File: config.mk
export PLATFORM = sky130hd
export DESIGN_NAME = sample_mul_pipe
export DESIGN_NICKNAME = d
export VERILOG_FILES = /design/src/rtl/sample_mul_pipe.sv
export SDC_FILE = /design/constraint.sdc
export NUM_CORES = 1
export LEC_CHECK = 0
export ABC_AREA = 0
export CORE_MARGIN = 8
export CORE_UTILIZATION = 40
export DETAILED_ROUTE_END_ITERATION = 8
export PLACE_DENSITY = 0.65
export SETUP_SLACK_MARGIN = 0.05
export SYNTH_ARGS = -nofsm -noshare
export SYNTH_HDL_FRONTEND = slang
export SYNTH_SLANG_ARGS = --single-unit
File: constraint.sdc
create_clock -name ap_clk -period 2.2 [get_ports ap_clk]
set_clock_uncertainty 0.2 [all_clocks]
set_input_delay 0.44 -clock ap_clk [delete_from_list [all_inputs] [get_ports ap_clk]]
set_output_delay 0.44 -clock ap_clk [all_outputs]
set_load 0.005 [all_outputs]
File: src/rtl/sample_mul_pipe.sv
// Pipelined signed/unsigned multiplier with post-product shift, narrowing and overflow counting.
// Optional build macro SAMPLE_MUL_PIPE_SAT_EN: saturate dout on overflow instead of wrapping.
module sample_mul_pipe #(
    parameter int DIN0_WIDTH  = 8,
    parameter int DIN1_WIDTH  = 13,
    parameter int DOUT_WIDTH  = 13,
    parameter int DIN0_SIGNED = 0,
    parameter int DIN1_SIGNED = 1,
    parameter int SHIFT       = 0,
    parameter int NUM_STAGE   = 2,
    parameter int CNT_WIDTH   = 16
) (
    input  logic                  ap_clk,
    input  logic                  ap_rst_n,
    input  logic                  in_valid,
    output logic                  in_ready,
    input  logic [DIN0_WIDTH-1:0] din0,
    input  logic [DIN1_WIDTH-1:0] din1,
    output logic                  out_valid,
    input  logic                  out_ready,
    output logic [DOUT_WIDTH-1:0] dout,
    output logic                  ovf,
    output logic [CNT_WIDTH-1:0]  ovf_cnt,
    input  logic                  cnt_clr
);

    localparam int PW  = DIN0_WIDTH + DIN1_WIDTH + 2;
    localparam int EW  = ((PW > DOUT_WIDTH) ? PW : DOUT_WIDTH) + 1;
    localparam int LST = NUM_STAGE - 1;
    localparam bit OUT_SIGNED = (DIN0_SIGNED != 0) || (DIN1_SIGNED != 0);

    localparam logic signed [EW-1:0] ONE  = 1;
    localparam logic signed [EW-1:0] OMAX = OUT_SIGNED ? ((ONE <<< (DOUT_WIDTH-1)) - ONE)
                                                       : ((ONE <<< DOUT_WIDTH) - ONE);
    localparam logic signed [EW-1:0] OMIN = OUT_SIGNED ? -(ONE <<< (DOUT_WIDTH-1))
                                                       : '0;

    logic                  a_msb;
    logic                  b_msb;
    logic signed [PW-1:0]  a_x;
    logic signed [PW-1:0]  b_x;
    logic signed [PW-1:0]  prod;
    logic signed [PW-1:0]  res;
    logic signed [EW-1:0]  r_ext;
    logic                  ovf_c;
    logic [DOUT_WIDTH-1:0] dout_c;

    logic [NUM_STAGE-1:0]  vld_q;
    logic [NUM_STAGE-1:0]  ovf_q;
    logic [DOUT_WIDTH-1:0] dat_q [NUM_STAGE];
    logic                  stall;
    logic                  xfer_ovf;

    // Operands are widened straight to product width; the extra sign bits
    // are what the one-bit extension would have produced anyway.
    always_comb begin
        a_msb = (DIN0_SIGNED != 0) ? din0[DIN0_WIDTH-1] : 1'b0;
        b_msb = (DIN1_SIGNED != 0) ? din1[DIN1_WIDTH-1] : 1'b0;
        a_x   = {{(PW-DIN0_WIDTH){a_msb}}, din0};
        b_x   = {{(PW-DIN1_WIDTH){b_msb}}, din1};
        prod  = a_x * b_x;
        res   = prod >>> SHIFT;
        r_ext = {{(EW-PW){res[PW-1]}}, res};
        ovf_c = (r_ext > OMAX) || (r_ext < OMIN);
    end

`ifdef SAMPLE_MUL_PIPE_SAT_EN
    always_comb begin
        dout_c = r_ext[DOUT_WIDTH-1:0];
        if (ovf_c) begin
            dout_c = r_ext[EW-1] ? OMIN[DOUT_WIDTH-1:0] : OMAX[DOUT_WIDTH-1:0];
        end
    end
`else
    always_comb begin
        dout_c = r_ext[DOUT_WIDTH-1:0];
    end
`endif

    // Handshake: a beat moves on valid && ready at the rising edge. The whole
    // pipeline freezes while the last stage holds a result the consumer refuses,
    // so in_ready is simply the negation of that stall condition.
    assign stall     = vld_q[LST] && !out_ready;
    assign in_ready  = !stall;
    assign out_valid = vld_q[LST];
    assign dout      = dat_q[LST];
    assign ovf       = ovf_q[LST];

    // Data registers load only with a valid beat so dout/ovf keep the last
    // result while bubbles pass through.
    always_ff @(posedge ap_clk or negedge ap_rst_n) begin
        if (!ap_rst_n) begin
            vld_q <= '0;
            ovf_q <= '0;
            for (int i = 0; i < NUM_STAGE; i++) begin
                dat_q[i] <= '0;
            end
        end else if (!stall) begin
            vld_q[0] <= in_valid;
            if (in_valid) begin
                dat_q[0] <= dout_c;
                ovf_q[0] <= ovf_c;
            end
            for (int i = 1; i < NUM_STAGE; i++) begin
                vld_q[i] <= vld_q[i-1];
                if (vld_q[i-1]) begin
                    dat_q[i] <= dat_q[i-1];
                    ovf_q[i] <= ovf_q[i-1];
                end
            end
        end
    end

    assign xfer_ovf = vld_q[LST] && out_ready && ovf_q[LST];

    always_ff @(posedge ap_clk or negedge ap_rst_n) begin
        if (!ap_rst_n) begin
            ovf_cnt <= '0;
        end else if (cnt_clr) begin
            ovf_cnt <= '0;
        end else if (xfer_ovf && (ovf_cnt != {CNT_WIDTH{1'b1}})) begin
            ovf_cnt <= ovf_cnt + 1'b1;
        end
    end

endmodule

* After elaboration in Yosys (flattened, before gate mapping)
Index checks and enable logic that the tools add are counted.
** Storage, ports and cells
- Bits in registers :: 46
- Input port bits :: 26
- Output and inout port bits :: 32
- Logic and storage cells :: 24
** Operators by class
- $add $sub $neg :: 1
- Multiply operators :: 1
- Order comparisons :: 2
- Eq/ne operators :: 1
- Mux-type cells :: 2
- Bitwise gates (word level) :: 1
- Reduce and logical (&&, ||, !) cells :: 10
** Operators with widths (count)
- $mux W16 :: 2
- $gt A22 B13 Y1 const B :: 1
- $lt A22 B13 Y1 const B :: 1
- $mul A9 B13 Y22 :: 1
- $add A16 B1 Y16 const B :: 1
- $ne A16 B16 Y1 const B :: 1
- $logic_and A1 B1 Y1 :: 4
- $reduce_and A2 Y1 :: 2
- $logic_not A1 Y1 :: 2
- $reduce_bool A2 Y1 :: 1
- $logic_or A1 B1 Y1 :: 1
- $not A1 Y1 :: 1

* Depth between registers and ports, before layout
- Word-level depth :: 5
- Mapped depth :: 21
- Mapped depth without buffers :: 20

* Least setup slack after synthesis
No wires, ideal clock.
- Kind :: in2reg
- Start :: in din0[0]
- End :: reg ovf_q[0]
- Library setup time :: 0.126 ns
- Arrival :: 5.029 ns
- Required time :: 1.874 ns
- Slack :: -3.155 ns
- Stages :: 16
- Path buffers :: 1
- Cells stage by stage :: clkbuf_1 -> nand2_1 -> fa_1 -> inv_1 -> fa_1 -> inv_1 -> fa_1 -> fa_1 -> inv_1 -> ha_1 -> or3_1 -> a21oi_1 -> nand2_1 -> a2111o_1 -> nor4b_2 -> nor3_1
** On the way
- Cells in the longest elaborated chain, start to end :: 3
- Elaborated cells on any way between the ends :: 4
- Classes of those cells :: 1 x mul; 2 x order compare; 1 x reduce/logical
** Ends and longest elaborated chain
- from (decl) :: RTL line 17 : input logic [DIN0_WIDTH-1:0] din0,
- $mul A9 B13 Y22 (*) :: RTL line 61 : prod = a_x * b_x;
- $gt A22 B13 Y1 / $lt A22 B13 Y1 (equally long branches) :: RTL line 64 : ovf_c = (r_ext > OMAX) || (r_ext < OMIN);
- $logic_or A1 B1 Y1 (*) :: RTL line 64
- to (signal assigned) :: RTL line 102 : ovf_q[0] <= ovf_c;
- to (signal, indexed assignment) :: RTL line 108 : ovf_q[i] <= ovf_q[i-1];
- to (decl) :: RTL line 49 : logic [NUM_STAGE-1:0] ovf_q;
Mark *: on every way between the ends. The rest lies on a longest branch, timed or not.
A chain may end at the register's enable or synchronous reset.

* Worst setup path after layout
- Start :: in din0[5]
- End :: reg ovf_q[0]
Same word-level chain as after synthesis.

==> results.tsv <==
stage	metric	value	unit
status	status	complete, but fails checks	
status	violations	negative setup slack	
cts	cts_tree	yes	
cts	htreeDepth	2	
worst_setup_path	required	2160	ps
cts	holdBufCountCts	0	
worst_setup_path	endpoint_kind	register	
sta	hold_slack	35.7	ps
power	power_frac_comb	80.5	%
floorplanning	core-area	14500	um^2
synth	synth.distinct_cells	48	
power	p_sw_share	41.7	%
worst_setup_path	worstPathArrival	4860	ps
sta	worst_slack	-2690	ps
synth	synthesis.instances	643	
place	dp_hpwl	11100	um
place	place_ws	-3550	ps
sta	drv_slew	0	
detailed_routing	via_per_inst	4.87	
detailed_routing	routed_wl	14300	um
power	intPower	6.16	mW
global_routing	grt_antenna_before_repair	0	
finish	filler_cell_count	1244	
worst_setup_path	slowest_delay	590	ps
finish	num_antenna_cells	0	
synth	ys_seq_elements	46	
finish	multiInputGateArea	4760	um^2
synth	synth_flop_cell	dfrtp_1	
finish	regArea	1150	um^2
power	ir_drop	0.00111	V
worst_setup_path	crit_buf_inv	1	
floorplanning	ioPinCount	58	
detailed_routing	post_drt_wl_per_cell	14.4	um
sta	tightest_slew	588	ps
detailed_routing	drtIter0Drc	222	
power	p_sw	4.40	mW
sta	setup-violations-final	11	
sta	relSlewSlack	60.7	%
synth	yosys.area.top_type	fa_1	
synth	seq_area_frac_synth	19.4	%
cts	clk_root_buffer_cell	clkbuf_16	
min_path	hold_path_class	in2async	
cts	cts.reportedPaths.clkPinSlew	60	ps
synth	synth_enable_flop_cells	0	
power	seq_power_share	11.4	%
flow_run	max_cap_violations	0	
cts	insertion_delay	290	ps
detailed_routing	detail-route-antenna-nets	0	
detailed_routing	firstDrtPassIters	4	
finish	drive_gt1_share	36.0	%
power	power_leakage	4.02	nW
finish	area_growth	40.9	%
sta	fmax	204	MHz
sta	hold_viol_final	0	
synth	synth_area	5940	um^2
sta	min_period_over_period	222	%
worst_setup_path	crit_path_frequent_cell	fa_1	
worst_setup_path	reg2reg_from	ovf_cnt[5]	
sta	rsz0062_at_grt	yes	
worst_setup_path	critPathLaunch	din0[5]	
finish	layout_common_cells	112 x buf_4, 106 x inv_1, 74 x fa_1	
worst_setup_path	worst-path-max-fanout	8	
synth	yosysWarnings	0	
global_routing	grt_remaining_overflow	0	
worst_setup_path	critPathSlowestCell	fa_1	
detailed_routing	drc_errors	0	
global_routing	grt_pass1_vias	5378	
sta	min_period	4890	ps
power	p_per_area	1260	nW/um^2
synth	avgSynthCellArea	9.24	um^2
worst_setup_path	critPathKind	in2reg	
global_routing	grt_pass1_wl	24600	um
floorplanning	die_h	138	um
synth	async_reset_ff_share	100	%
cts	clockBufferDepth	2	
cts	clock_sinks	46	
global_routing	grt_max_degree	47	
worst_setup_path	crit_chain	buf_2 > and2_4 > fa_2 > fa_1 > fa_1 > fa_1 > ha_4 > o21a_1 > or2_1 > a41o_1 > a21oi_2 > o21ai_1 > xor2_1 > a2111o_1 > nor4b_2 > nor3_1	
worst_setup_path	cp_top_family	adder cells	
place	gp_congestion	0.844	
floorplanning	rows	44	
global_routing	track_usage	15.8	%
worst_setup_path	critPathLaunchType	primary input	
synth	syn_nets	798	
power	clock_power_share	8.0	%
place	port_buffers	57	
synth	synthTopCellsByArea	fa_1 28%, dfrtp_1 19%, ha_1 9.5%	
finish	nNetsFinal	962	
floorplanning	fp.dieW	138	um
finish	final_common_cell	buf_4	
floorplanning	die_area	19000	um^2
detailed_routing	dr_total_vias	4829	
floorplanning	start_util	40.9	%
cts	cts_buffers	5	
synth	synth_top_area_share	28.3	%
==> per-stage QoR <==
stage / total power [mW] / std cells / setup TNS [ps] / utilization (%) / cell area (um^2)
after floorplan: 5.98 / 643 / -16210 / - / 6220
after global placement: 8.24 / 952 / -26720 / 52.0 / 7550
after detailed placement: 8.40 / 952 / -27610 / 52.0 / 7550
after CTS: 10.4 / 986 / -16290 / 56.4 / 8190
after global routing: 11.6 / 992 / -17250 / 57.6 / 8370
final: 10.6 / 992 / -15940 / 57.6 / 8370
==> path summary, 6_finish.rpt <==
kind | slack (ps) | cells after the start | to
hold reg to reg | 280 | 2 | vld_q[1]
max in group asynchronous | 1360 | 2 | dout[12]
hold / removal | 40 | 2 | ovf_cnt[12]
setup reg to reg | 30 | 9 | ovf_cnt[14]
setup / recovery | -2690 | 16 | ovf_q[0]
min in group ap_clk | 280 | 2 | vld_q[1]
==> Yosys cell counts, types with 2 or more instances <==
cell type	n
o211ai_1	3
nor2b_1	4
xor2_1	17
clkbuf_1	13
nor3_1	6
nand2b_1	6
nor4_1	2
inv_1	124
or2_2	2
o21ai_0	17
a21oi_1	21
and2_1	60
a21o_1	5
buf_1	2
fa_1	84
nand3_1	10
dfrtp_1	46
nor2_1	24
o21a_1	3
or3_1	4
nand2_1	69
a211oi_1	2
ha_1	45
xnor2_1	13
nand4_1	7
buf_4	13
mux2_2	18
o31ai_1	3
==> cells by family (layout without fill, tap and decap cells) <==
group           count (synthesis)  count (layout)  share of synthesized area, %
simple gates                  202             202                          17.5
xor+xnor                       30              30                          4.42
fa+ha+maj                     129             129                          37.8
mux                            19              19                          3.58
compound gates                 65              65                          6.89
flops                          46              46                          19.4
buf+inv                       152             317                          10.4
==> area by class of cell <==
cell class	count	area share, %
multi-input cells	445	56.8
repair buffers	185	19.1
flip-flops and latches	46	13.7
inverters	124	5.56
well taps	184	2.75
clock buffers	6	1.54
clock inverters	2	0.448
==> sequential cells by signal, indices dropped and copies added (netlist names) <==
signal	count
vld_q	2
dout	13
ovf_cnt	16
dat_q	13
ovf_q	2
==> per-layer routing <==
metal | global-route usage, % | wire length, um | up-vias
met1 | 17.6 | 5470 | 2445
met3 | 1.05 | 252 | 13
met2 | 31.9 | 8400 | 55
li1 | - | - | 2316
met5 | 0 | 0 | -
met4 | 2.93 | 138 | 0
==> timing repair <==
| action | CTS | global route |
|---|---|---|
| gates cloned | 0 | 0 |
| gates resized for setup | 165 | 54 |
| pin swaps | 81 | 44 |
| setup buffers | 26 | 9 |
| setup endpoints to repair | 18 | 22 |
==> power groups by stage <==
stage          Clock [mW]  Sequential (mW)  Combinational (mW)
2_1_floorplan           0             1.17                4.80
3_3_place_gp            0             1.21                7.02
3_5_place_dp            0             1.23                7.17
4_1_cts             0.862             1.21                8.31
5_1_grt             0.896             1.24                9.44
6_report            0.846             1.21                8.50
No activity file was read; power rests on OpenSTA's default activity.
